### src/rtl/digit_sender_pkg.sv
// Shared constants for the digit readout path: 3-bit state codes, the BCD
// digit ceiling and the default handshake timeout.
package digit_sender_pkg;

  localparam logic [2:0] S_IDLE   = 3'd0;
  localparam logic [2:0] S_SEND_L = 3'd1;
  localparam logic [2:0] S_REL_L  = 3'd2;
  localparam logic [2:0] S_SEND_R = 3'd3;
  localparam logic [2:0] S_REL_R  = 3'd4;
  localparam logic [2:0] S_DONE   = 3'd5;
  localparam logic [2:0] S_ERROR  = 3'd6;

  localparam logic [3:0] BCD_MAX            = 4'd9;
  localparam int         DEF_TIMEOUT_CYCLES = 15;

endpackage

### src/rtl/handshake_timer.sv
// Per-state dwell counter. Cleared on state entry, counts while a handshake
// state is active, flags the last permitted cycle of that state.
module handshake_timer #(
  parameter int CNT_W          = 4,
  parameter int TIMEOUT_CYCLES = 15
) (
  input  logic clock,
  input  logic reset,
  input  logic clear,
  input  logic run,
  output logic expired
);

  logic [CNT_W-1:0] cnt;

  // Dwell counter: zero on reset/clear, advance one per running cycle.
  always_ff @(posedge clock) begin
    if (reset || clear) cnt <= '0;
    else if (run)       cnt <= cnt + CNT_W'(1);
  end

  // Terminal cycle: this is the TIMEOUT_CYCLES-th cycle in the state.
  assign expired = run && (cnt == CNT_W'(TIMEOUT_CYCLES - 1));

endmodule

### src/rtl/digit_sender.sv
// Sends a latched left/right nibble pair over a 4-bit bus with a four-phase
// valid/ack handshake, left digit first. Every output is registered.
// Optional build macro DIGIT_SENDER_BCD_CHECK_EN: reject digits above 9 at
// acceptance by going straight to ERROR.
module digit_sender
  import digit_sender_pkg::*;
#(
  parameter int TIMEOUT_CYCLES = DEF_TIMEOUT_CYCLES,
  parameter int CNT_W          = 4
) (
  input  logic       clock,
  input  logic       reset,
  input  logic       start,
  input  logic [3:0] left,
  input  logic [3:0] right,
  input  logic       ack,
  output logic [3:0] out,
  output logic       valid,
  output logic       busy,
  output logic       done,
  output logic       error,
  output logic [2:0] state
);

  logic [2:0] nxt;
  logic       accept;
  logic       hs;
  logic       expired;
  logic [3:0] l_q, r_q;

  assign hs = (state == S_SEND_L) || (state == S_REL_L) ||
              (state == S_SEND_R) || (state == S_REL_R);

  // Timer restarts whenever the state changes and idles outside handshakes.
  handshake_timer #(
    .CNT_W          (CNT_W),
    .TIMEOUT_CYCLES (TIMEOUT_CYCLES)
  ) u_timer (
    .clock   (clock),
    .reset   (reset),
    .clear   (!hs || (nxt != state)),
    .run     (hs),
    .expired (expired)
  );

  // Next-state rules; an exit condition beats the timeout on the last cycle.
  always_comb begin
    nxt    = state;
    accept = 1'b0;
    case (state)
      S_IDLE, S_ERROR: begin
        if (start && !ack) begin
          accept = 1'b1;
          nxt    = S_SEND_L;
`ifdef DIGIT_SENDER_BCD_CHECK_EN
          if ((left > BCD_MAX) || (right > BCD_MAX)) nxt = S_ERROR;
`endif
        end
      end
      S_SEND_L: if (ack)      nxt = S_REL_L;  else if (expired) nxt = S_ERROR;
      S_REL_L:  if (!ack)     nxt = S_SEND_R; else if (expired) nxt = S_ERROR;
      S_SEND_R: if (ack)      nxt = S_REL_R;  else if (expired) nxt = S_ERROR;
      S_REL_R:  if (!ack)     nxt = S_DONE;   else if (expired) nxt = S_ERROR;
      S_DONE:   nxt = S_IDLE;
      default:  nxt = S_IDLE;
    endcase
  end

  // State, digit latches and outputs registered from the next state.
  always_ff @(posedge clock) begin
    if (reset) begin
      state <= S_IDLE;
      l_q   <= '0;
      r_q   <= '0;
      out   <= '0;
      valid <= 1'b0;
      busy  <= 1'b0;
      done  <= 1'b0;
      error <= 1'b0;
    end else begin
      state <= nxt;
      if (accept) begin
        l_q <= left;
        r_q <= right;
      end
      valid <= (nxt == S_SEND_L) || (nxt == S_SEND_R);
      busy  <= (nxt == S_SEND_L) || (nxt == S_REL_L) ||
               (nxt == S_SEND_R) || (nxt == S_REL_R);
      done  <= (nxt == S_DONE);
      error <= (nxt == S_ERROR);
      case (nxt)
        S_SEND_L, S_REL_L: out <= accept ? left : l_q;
        S_SEND_R, S_REL_R: out <= r_q;
        default:           out <= '0;
      endcase
    end
  end

endmodule

### config.mk
export PLATFORM = sky130hd
export DESIGN_NAME = digit_sender
export DESIGN_NICKNAME = d
export VERILOG_FILES = /design/src/rtl/digit_sender_pkg.sv /design/src/rtl/handshake_timer.sv /design/src/rtl/digit_sender.sv
export SDC_FILE = /design/constraint.sdc
export NUM_CORES = 1
export LEC_CHECK = 0
export BUFFER_PORTS_ARGS = -buffer_cell sky130_fd_sc_hd__buf_2
export CORE_MARGIN = 2
export CORE_UTILIZATION = 48
export DETAILED_ROUTE_END_ITERATION = 8
export GPL_TIMING_DRIVEN = 0
export PLACE_DENSITY = 0.74
export SYNTH_ARGS = -nofsm -noshare
export SYNTH_HDL_FRONTEND = slang
export SYNTH_SLANG_ARGS = --single-unit
export TNS_END_PERCENT = 5
### constraint.sdc
create_clock -name clock -period 1.28 [get_ports clock]
set_input_delay 0.128 -clock clock [delete_from_list [all_inputs] [get_ports clock]]
set_output_delay 0.128 -clock clock [all_outputs]
set_load 0.01 [all_outputs]
* Yosys cells after proc, flatten, opt, wreduce, memory -nomap -nowiden
Cells that the tools add are included.
** Word-level totals
- Flip-flop bits (word level) :: 23
- Input bits :: 12
- Output and inout bits :: 11
- Logic and storage cells :: 51
** Operators by class
- Add/subtract/negate cells :: 1
- Eq/ne operators :: 13
- Multiplexer cells :: 11
- Reduce and logical (&&, ||, !) cells :: 17
** Operators by type and width (count)
- $mux W3 :: 6
- $eq A3 B3 Y1 const B :: 5
- $pmux W3 S5 :: 1
- $eq A3 B2 Y1 const B :: 4
- $logic_or A1 B1 Y1 :: 9
- $pmux W4 S2 :: 1
- $eq A3 B1 Y1 const B :: 2
- $reduce_or A2 Y1 :: 3
- $add A4 B1 Y4 const B :: 1
- $eq A4 B4 Y1 const B :: 1
- $mux W4 :: 1
- $logic_not A3 Y1 :: 1
- $ne A3 B3 Y1 :: 1
- $logic_and A1 B1 Y1 :: 2
- $logic_not A1 Y1 :: 2
- $mux W1 :: 2

* Depth between registers and ports, before layout
Gate-level depths: netlist of the first run.
- Depth after elaboration :: 12
- Gate-level depth with buffers :: 6
- Depth with buffers taken out :: 6

* By module
From an unflattened synthesis of the first run, not the netlist that was laid out.
** Second synthesis, totals
- Cells, all modules :: 122
- Area total of the unflattened synthesis :: 1194.9 µm²
** By module, submodules not included
- digit_sender :: instances 1, cells each 103, area each 993.5 µm², seq. area each 380.4 µm²
- handshake_timer :: instances 1, cells each 19, area each 201.4 µm², seq. area each 80.1 µm²

* Worst setup path after synthesis of the first run
OpenSTA, ideal clock, no wires.
- Path type :: register to register
- From :: register state[0]
- To :: register u_timer.cnt[1]
- Setup time :: 0.079 ns
- Arrival :: 1.374 ns
- Data required time :: 1.201 ns
- Path slack :: -0.173 ns
- Cell stages (with the launch flop) :: 6
- Buffers on the path :: 1
- Period minus slack after synthesis :: 1.453 ns
- Path through :: dfxtp_1 > buf_4 > nor3b_1 > a21oi_1 > or3b_4 > a211oi_2
** On the way
- Longest elaborated chain between the ends :: 11
- Elaborated cells between the ends (all ways) :: 22
- Classes of those cells :: eq/ne: 6; mux: 7; reduce/logical: 9
** RTL lines
- from (decl) :: line digit_sender.sv:22 : output logic [2:0] state
- from (signal assigned) :: line digit_sender.sv:81 : state <= nxt;
- $eq A3 B1 Y1 or $eq A3 B2 Y1 (tied branches) :: line digit_sender.sv:31, digit_sender.sv:50
- $logic_or A1 B1 Y1 (2 in series) :: line digit_sender.sv:31 : assign hs = (state == S_SEND_L) || (state == S_REL_L) ||
- $logic_or A1 B1 Y1 :: line digit_sender.sv:32 : (state == S_SEND_R) || (state == S_REL_R);
- $logic_and A1 B1 Y1 :: line handshake_timer.sv:23 : assign expired = run && (cnt == CNT_W'(TIMEOUT_CYCLES - 1));
- $mux W3
- $mux W3 (on tied branches)
- $pmux W3 S5 :: line digit_sender.sv:50 : case (state)
- $ne A3 B3 Y1 :: line digit_sender.sv:41 : .clear (!hs || (nxt != state)),
- $logic_or A1 B1 Y1 :: line digit_sender.sv:41
- $logic_or A1 B1 Y1 :: line handshake_timer.sv:18 : if (reset || clear) cnt <= '0;
- to (signal assigned) :: line handshake_timer.sv:19 : else if (run) cnt <= cnt + CNT_W'(1);
- to (decl) :: line handshake_timer.sv:14 : logic [CNT_W-1:0] cnt;
Several ways; a longest one is shown, not always the timed one.
A chain may end at the register's enable or synchronous reset.

* Final worst setup path of the first run
- From :: register state[2]
- To :: register out[1]
** On the way
- Longest elaborated chain between the ends :: 11
- Elaborated cells between the ends (all ways) :: 27
- Classes of those cells :: eq/ne: 9; mux: 10; reduce/logical: 8
** RTL lines
- $eq A3 B1 Y1 or $eq A3 B2 Y1 (tied branches) :: line digit_sender.sv:31, digit_sender.sv:50
- $logic_or A1 B1 Y1 (2 in series) :: line digit_sender.sv:31
- $logic_or A1 B1 Y1 :: line digit_sender.sv:32
- $logic_and A1 B1 Y1 :: line handshake_timer.sv:23
- $mux W3
- $mux W3 (on tied branches)
- $pmux W3 S5 :: line digit_sender.sv:50
- $eq A3 B2 Y1, or another cell as far along :: line digit_sender.sv:91 : case (nxt)
- $reduce_or A2 Y1 :: line digit_sender.sv:91
- $pmux W4 S2 * :: line digit_sender.sv:91
- to (signal assigned) :: line digit_sender.sv:92 : S_SEND_L, S_REL_L: out <= accept ? left : l_q;
- to (signal assigned) :: line digit_sender.sv:93 : S_SEND_R, S_REL_R: out <= r_q;
- to (decl) :: line digit_sender.sv:17 : output logic [3:0] out,
Mark *: on every way between the ends. The rest lies on a longest branch, timed or not.

==> results of run 1 <==
cells in the mapped netlist, drive strengths merged, types with 2 or more instances:
library cell / number / share of area, %
nor3b: 3 / 2.3
xnor2: 2 / 1.5
a21o: 4 / 2.6
nand3: 13 / 5.5
nand2: 9 / 3.1
a211oi: 2 / 1.7
a21oi: 10 / 4.3
or3b: 2 / 1.7
nor3: 2 / 0.85
nor2b: 6 / 3.2
and3: 3 / 1.6
nor2: 10 / 3.2
dfxtp: 23 / 39
o32ai: 4 / 3.0
inv: 11 / 3.5
clkbuf: 2 / 0.64
ha: 2 / 2.1
buf: 6 / 3.1
xor2: 3 / 2.2
nand2b: 2 / 1.1
o21ai: 9 / 3.8
flip-flops by register name, indices dropped and copies added (netlist names):
signal,count
state,3
done,1
u_timer.cnt,4
error,1
r_q,4
valid,1
out,4
l_q,4
busy,1
layout make-up:
cell class                 instances  share of cell area [%]
sequential                        23                    30.0
clock buffer                       3                    1.43
tap                               28                    2.22
inverter                          11                    2.62
clock inverter                     1                   0.318
timing repair buffer              28                    11.0
buffer                             8                    5.00
multi-input combinational        100                    47.3
per-layer routing:
layer / up-vias / wire length [um] / GRT usage (%)
met4: 0 / 83 / 12.4
met2: 43 / 1600 / 38.7
met1: 549 / 1270 / 28.1
met5: - / 0 / 0
li1: 568 / - / -
met3: 8 / 152 / 4.24
worst max-delay path, delay by kind of cell (launching register included):
kind | cells | cell delay, ps
flops | 1 | 400
buf+inv | 2 | 330
compound gates | 3 | 570
simple gates | 1 | 140
path summary, 6_finish.rpt:
| kind | start | endpoint |
|---|---|---|
| max | state[2] | out[1] |
| min | right[3] | r_q[3] |
| max reg2reg | state[2] | out[1] |
| min reg2reg | r_q[1] | r_q[1] |
per-stage QoR:
step / total power (W) / instances / hold WS (ps) / setup WS [ps] / cell area [um2]
floorplan: 0.000982 / 142 / 275 / -47.9 / 1230
global placement: 0.00105 / 191 / 382 / -180 / 1370
detailed placement: 0.00106 / 191 / 395 / -250 / 1370
CTS: 0.00141 / 202 / 50.9 / -146 / 1520
global route: 0.00153 / 202 / 35.6 / -315 / 1580
finish: 0.00145 / 202 / 42.2 / -264 / 1580
kinds of logic after synthesis:
family                   count (synthesis)
AO/OA/AOI/OAI                           37
XOR/XNOR                                 5
adder cells (fa/ha/maj)                  2
buffers and inverters                   19
flip-flops                              23
AND/OR/NAND/NOR                         56
repair_timing:
item,CTS,global route
resized for setup,14,13
pin swaps,9,3
setup buffers,7,0
hold buffers,0,0
gates cloned,0,0
endpoints found under the setup margin,22,23
report_power, final:
part | leakage (nW) | total (W) | switching [W] | internal [W]
Sequential | 0.190 | 0.000764 | 0.0000201 | 0.000744
Combinational | 0.444 | 0.000343 | 0.000191 | 0.000151
Clock | 0.0177 | 0.000346 | 0.000229 | 0.000117
==> impl_metrics.env, run 1 <==
export IMPL_syn_area_per_cell_um2=8.29
export IMPL_setup_viol=17
export IMPL_slew_viol_final=0
export IMPL_cts_tree="yes"
export IMPL_finalClockSkew_ps=3.95
export IMPL_final_cell_mix="buf_2 (22), dfxtp_1 (19), nand3_1 (12), inv_1 (11), nor2_1 (10)"
export IMPL_worstPathRequired_ps=1510
export IMPL_grt_overflow=0
export IMPL_synth_adder_area_share_pct=2.13
export IMPL_worstRegToRegCells=6
export IMPL_synthMuxAreaShare_pct=0
export IMPL_critPathSlowestCell="dfxtp_4"
export IMPL_rrSetupSlack_ps=-260
export IMPL_multiInputGateArea_um2=746
export IMPL_regArea_um2=473
export IMPL_synthToLayoutAreaGrowth_pct=33.8
export IMPL_critPathKind="flop to flop"
export IMPL_tightest_slew_ps=567
export IMPL_hpwlAfterDp_um=1970
export IMPL_antenna_found_initial=0
export IMPL_wirelength_um=3110
export IMPL_fin_ws_ps=-264
export IMPL_grt_setup_unrepaired="yes"
export IMPL_tns_ps=-1860
export IMPL_rows=17
export IMPL_p_per_area_mw_per_mm2=922
export IMPL_max_freq_mhz=648
export IMPL_drt_pre_antenna_iters=4
export IMPL_final_common_cell="buf_2"
export IMPL_die_y_um=53.5
export IMPL_cts_htree_levels=1
export IMPL_ys_ff_latch=23
export IMPL_nets=189
export IMPL_grt_pass1_vias=1073
export IMPL_fp_dieArea_mm2=0.00286
export IMPL_path_cells="buf_8, nor2b_1, o21ai_1, o211ai_1, buf_4, o32ai_1"
export IMPL_synth_distinct_cells=41
export IMPL_p_leak_nw=0.652
export IMPL_io_pin_count=23
export IMPL_outcome="finished, violations left"
export IMPL_maxCapViolations=0
export IMPL_port_buffers=21
export IMPL_vias_per_cell=5.78
export IMPL_n_antenna_cell=0
export IMPL_cp_max_fo=10
export IMPL_relSlewSlack_pct=62.2
export IMPL_drc=0
export IMPL_syn_inst=142
export IMPL_drt_iter0_markers=25
export IMPL_cts_inserted_buffers=3
export IMPL_die_w_um=53.5
export IMPL_syn_nets=156
export IMPL_cts_buffer_depth=2
export IMPL_core_mm2=0.00228
export IMPL_min_path_type="primary input to flop"
export IMPL_wl_per_cell_um=15.4
export IMPL_crit_arrival_ps=1780
export IMPL_synth_edf_count=0
export IMPL_drive_above_1_share_pct=39.1
export IMPL_synthArstFlopShare_pct=0
export IMPL_timing_final_crit_share_pct=121
export IMPL_period_needed_ps=1540
export IMPL_root_buffer="clkbuf_4"
export IMPL_critPathCaptureType="flop"
export IMPL_grt_first_pass_wirelength_um=4800
export IMPL_track_usage_pct=23.2
export IMPL_synth_area_mm2=0.00118
export IMPL_ir_drop_v=0.000793
export IMPL_violations="setup timing"
export IMPL_initial_utilization_pct=51.7
export IMPL_num_vias=1168
export IMPL_yosys_area_share_simple_pct=26.9
export IMPL_synth_compound_area_share_pct=20.9
export IMPL_start_kind="flop"
export IMPL_worstSkewPairLatency_ps=320
export IMPL_worstHoldPathCells=3
export IMPL_critPathMaxStageDelay_ps=400
export IMPL_gp_congestion=0.778
export IMPL_ys_warn_count=0
export IMPL_synth_main_ff_cell="dfxtp_1"
export IMPL_ant_nets=0
export IMPL_nFillCells=184
export IMPL_synth_top_family_by_area="simple AND/OR/NAND/NOR gates"
export IMPL_clkTransAtPathRegs_ps=130
export IMPL_final_util_pct=69.2
export IMPL_cts_sinks=23
export IMPL_hold_violations=0
export IMPL_synth_xor_area_share_pct=3.72
export IMPL_synth_seq_area_share_pct=39.1
export IMPL_grt_max_degree=14
Power figures use the tool's default switching activity.
==> run 2: changes to the inputs <==
==> constraint.sdc (replaced) <==
create_clock -name clock -period 1.28 [get_ports clock]
set_input_delay 0.064 -clock clock [delete_from_list [all_inputs] [get_ports clock]]
set_output_delay 0.064 -clock clock [all_outputs]
set_load 0.01 [all_outputs]
==> impl_metrics.env, run 2 (synthesis gave the netlist of run 1 again) <==
export IMPL_clkTransAtPathRegs_ps=130
export IMPL_fp_dieArea_mm2=0.00286
export IMPL_switchingPower_w=0.000426
export IMPL_worstRegToRegCells=6
export IMPL_relSlewSlack_pct=63.9
export IMPL_dpl_worst_slack_ps=-250
export IMPL_outcome="finished, violations left"
export IMPL_cts_htree_levels=1
export IMPL_crit_arrival_ps=1690
export IMPL_grt_setup_unrepaired="yes"
export IMPL_n_antenna_cell=0
export IMPL_nets=193
export IMPL_grt_max_degree=14
export IMPL_max_freq_mhz=681
export IMPL_ant_nets=0
export IMPL_wirelength_um=3020
export IMPL_root_buffer="clkbuf_4"
export IMPL_tightest_slew_ps=542
export IMPL_port_buffers=21
export IMPL_power_frac_seq_pct=53.0
export IMPL_finalClockSkew_ps=4.57
export IMPL_p_int_w=0.00102
export IMPL_violations="setup timing"
export IMPL_drt_iter0_markers=42
export IMPL_maxCapViolations=0
export IMPL_wl_per_cell_um=14.7
export IMPL_cts_buffer_depth=2
export IMPL_drc=0
export IMPL_multiInputGateArea_um2=711
export IMPL_hold_end="l_q[1]"
export IMPL_slew_viol_final=0
export IMPL_hold_violations=0
export IMPL_gp_congestion=0.778
export IMPL_grt_first_pass_wirelength_um=4850
export IMPL_die_w_um=53.5
export IMPL_core_mm2=0.00228
export IMPL_worstHoldPathCells=4
export IMPL_worstSkewPairLatency_ps=320
export IMPL_pwr_share_clk_pct=23.7
export IMPL_critPathKind="flop to flop"
export IMPL_fin_ws_ps=-188
export IMPL_die_y_um=53.5
export IMPL_nFillCells=185
export IMPL_final_common_cell="buf_2"
export IMPL_min_path_type="primary input to flop"
export IMPL_p_per_area_mw_per_mm2=913
export IMPL_ir_drop_v=0.000748
export IMPL_grt_overflow=0
export IMPL_p_comb_share_pct=23.3
export IMPL_grt_pass1_vias=1069
export IMPL_drt_pre_antenna_iters=4
export IMPL_hp_start="left[1]"
export IMPL_p_leak_nw=0.660
export IMPL_final_cell_mix="buf_2 (22), dfxtp_1 (19), nand3_1 (12), inv_1 (11), nor2_1 (10)"
export IMPL_placed_cells=191
export IMPL_timing_rr_end="out[1]"
export IMPL_setup_viol=14
export IMPL_rr_startpoint="state[2]"
export IMPL_cts_sinks=23
export IMPL_antenna_found_initial=0
export IMPL_rrSetupSlack_ps=-190
export IMPL_timing_final_crit_share_pct=115
export IMPL_switching_share_pct=29.6
export IMPL_vias_per_cell=5.65
export IMPL_start_kind="flop"
export IMPL_cp_max_fo=10
export IMPL_worstPathRequired_ps=1510
export IMPL_num_vias=1163
export IMPL_drive_above_1_share_pct=34.8
export IMPL_fin_cells=206
export IMPL_io_pin_count=23
export IMPL_synthToLayoutAreaGrowth_pct=34.2
export IMPL_track_usage_pct=23.6
export IMPL_initial_utilization_pct=51.7
export IMPL_period_needed_ps=1470
export IMPL_rows=17
export IMPL_cts_tree="yes"
export IMPL_cts_inserted_buffers=3
export IMPL_regArea_um2=473
export IMPL_hpwlAfterDp_um=1970
export IMPL_critPathCaptureType="flop"
## run 2: power groups by stage
stage | Combinational [W] | Clock, W | Sequential (W)
2_1_floorplan | 0.000196 | 0 | 0.000786
3_3_place_gp | 0.000271 | 0 | 0.000779
3_5_place_dp | 0.000279 | 0 | 0.000781
4_1_cts | 0.000317 | 0.000337 | 0.000765
5_1_grt | 0.000370 | 0.000382 | 0.000770
6_report | 0.000335 | 0.000342 | 0.000765
## run 2: metal layers
| metal | GRT usage (%) | wire length, um |
|---|---|---|
| met4 | 11.5 | 44 |
| met5 | 0 | 0 |
| met3 | 3.95 | 155 |
| met2 | 40.5 | 1530 |
| met1 | 28.2 | 1290 |
## run 2: worst max path at each step
stage / startpoint / to / slack [ps] / depth (start not counted)
CTS: state[2] / u_timer.cnt[1] / -150 / 5
floorplan: state[2] / u_timer.cnt[1] / -50 / 5
global route: state[1] / out[1] / -250 / 5
finish: state[2] / out[1] / -190 / 6
detailed placement: u_timer.cnt[0] / out[0] / -250 / 6
global placement: u_timer.cnt[0] / busy / -180 / 6
## run 2: critical path, stage by stage (launching register included)
cell	delay, ps
dfxtp_4	400
buf_8	150
nor2b_1	140
o21ai_1	110
o211ai_1	120
buf_4	170
o32ai_1	280
## run 2: area by class of cell
cell class                      instances  share of cell area, %
Buffer                                  8                   4.99
Inverter                               11                   2.61
Sequential cell                        23                   29.9
Tap cell                               28                   2.22
Clock buffer                            3                   1.43
Multi-Input combinational cell        100                   45.0
Timing Repair Buffer                   32                   13.5
Clock inverter                          1                  0.317
## run 2: metrics by stage
stage / area [um2] / total power, W / hold WS (ps) / util [%] / setup TNS (ps)
floorplan: 1230 / 0.000982 / 211 / - / -120
global placement: 1370 / 0.00105 / 318 / 60.3 / -1180
detailed placement: 1370 / 0.00106 / 331 / 60.3 / -1750
CTS: 1550 / 0.00142 / 0.695 / 68.3 / -1250
global route: 1580 / 0.00152 / 89.7 / 69.4 / -3360
finish: 1580 / 0.00144 / 80.1 / 69.4 / -1580
## run 2: timing repair
action	CTS	global route
hold buffers	3	1
resized for setup	14	8
pin swaps	9	3
endpoints found under the hold margin	3	1
setup buffers	7	0
setup endpoints to repair	22	23
==> run 3: changes to the inputs <==
Settings changed: RECOVER_POWER set to 100.
==> impl_metrics.env, run 3 (synthesis gave the netlist of run 1 again) <==
export IMPL_outcome="finished, violations left"
export IMPL_violations="setup timing"
export IMPL_slew_viol_final=0
export IMPL_antenna_found_initial=0
export IMPL_grt_max_degree=14
export IMPL_timing_critical_path_buf_inv=2
export IMPL_min_path_type="primary input to flop"
export IMPL_relSlewSlack_pct=64.2
export IMPL_gp_congestion=0.778
export IMPL_cts_inserted_buffers=3
export IMPL_drt_pre_antenna_iters=4
export IMPL_stdcell_area_mm2=0.00157
export IMPL_hold_violations=0
export IMPL_drc=0
export IMPL_cts_buffer_depth=2
export IMPL_cts_htree_levels=1
export IMPL_tightest_slew_ps=537
export IMPL_crit_arrival_ps=1700
export IMPL_nets=193
export IMPL_finalClockSkew_ps=3.51
export IMPL_cts_sinks=23
export IMPL_grt_setup_unrepaired="yes"
export IMPL_num_vias=1185
export IMPL_port_buffers=21
export IMPL_start_kind="flop"
export IMPL_die_w_um=53.5
export IMPL_drt_iter0_markers=39
export IMPL_track_usage_pct=23.6
export IMPL_fin_ws_ps=-190
export IMPL_rows=17
export IMPL_n_antenna_cell=0
export IMPL_setup_viol=14
export IMPL_critPathSlowestCell="dfxtp_4"
export IMPL_crit_family="compound AO/OA/AOI/OAI gates"
export IMPL_maxCapViolations=0
export IMPL_cts_tree="yes"
export IMPL_vias_per_cell=5.75
export IMPL_regArea_um2=473
export IMPL_nFillCells=191
export IMPL_fp_dieArea_mm2=0.00286
export IMPL_root_buffer="clkbuf_4"
export IMPL_die_y_um=53.5
export IMPL_p_per_area_mw_per_mm2=918
export IMPL_p_leak_nw=0.627
export IMPL_final_util_pct=69.0
export IMPL_multiInputGateArea_um2=711
export IMPL_worstSkewPairLatency_ps=320
export IMPL_hpwlAfterDp_um=1970
export IMPL_grt_overflow=0
export IMPL_timing_final_crit_share_pct=115
export IMPL_critPathMaxStageDelay_ps=400
export IMPL_max_freq_mhz=680
export IMPL_wirelength_um=3050
export IMPL_path_cells="buf_8, nor2b_1, o21ai_1, o211ai_1, buf_4, o32ai_1"
export IMPL_wl_per_cell_um=14.8
export IMPL_tns_ps=-1610
export IMPL_synthToLayoutAreaGrowth_pct=33.4
export IMPL_period_needed_ps=1470
export IMPL_cp_max_fo=10
export IMPL_grt_first_pass_wirelength_um=4850
export IMPL_ant_nets=0
export IMPL_finalPower_w=0.00144
export IMPL_drive_above_1_share_pct=30.3
export IMPL_worstPathRequired_ps=1510
export IMPL_critPathCaptureType="flop"
export IMPL_final_cell_mix="dfxtp_1 (19), buf_2 (14), nand3_1 (12), inv_1 (11), nor2_1 (10)"
export IMPL_ir_drop_v=0.000749
export IMPL_clkTransAtPathRegs_ps=130
export IMPL_final_common_cell="dfxtp_1"
export IMPL_rrSetupSlack_ps=-190
export IMPL_dpl_cell_area_mm2=0.00137
export IMPL_critPathKind="flop to flop"
export IMPL_io_pin_count=23
export IMPL_hold_ws_ps=80.4
export IMPL_core_mm2=0.00228
export IMPL_initial_utilization_pct=51.7
export IMPL_grt_pass1_vias=1069
run 3: final timing paths:
path,depth (start not counted),start,end
hold / removal,4,left[1],l_q[1]
hold reg to reg,2,r_q[1],r_q[1]
setup reg to reg,6,state[2],out[1]
setup / recovery,6,state[2],out[1]
run 3: final cells by class:
class	instances	share of cell area, %
well taps	28	2.23
repair buffers	32	13.0
clock inverters	1	0.319
flip-flops and latches	23	30.1
clock buffers	3	1.43
plain buffers	8	5.02
multi-input cells	100	45.3
inverters	11	2.63
run 3: layer usage:
layer  vias up  track usage, %  wire, um
met4         0            11.5        44
met3         5            3.95       158
met1       568            28.2      1290
met2        34            40.5      1550
met5         -               0         0
li1        578               -         -
run 3: worst reg2reg max path: stages, from the launching register on:
cell      delay (ps)
dfxtp_4          400
buf_8            150
nor2b_1          140
o21ai_1          120
o211ai_1         120
buf_4            170
o32ai_1          280
run 3: repair_timing:
item | CTS | global route
pin swaps | 9 | 3
hold endpoints to repair | 3 | 1
hold buffers | 3 | 1
resized for setup | 14 | 8
setup endpoints to repair | 22 | 23
setup buffers | 7 | 0
run 3: metrics by stage:
| stage | setup WS (ps) | instances |
|---|---|---|
| after global placement | -180 | 191 |
| after global routing | -253 | 206 |
| final | -190 | 206 |
| after detailed placement | -250 | 191 |
| after floorplan | -47.9 | 142 |
| after CTS | -146 | 205 |
run 3: where the power goes:
group	total [W]	switching, W	internal [W]
Combinational	0.000333	0.000182	0.000151
Sequential	0.000766	0.0000212	0.000744
Clock	0.000343	0.000226	0.000117
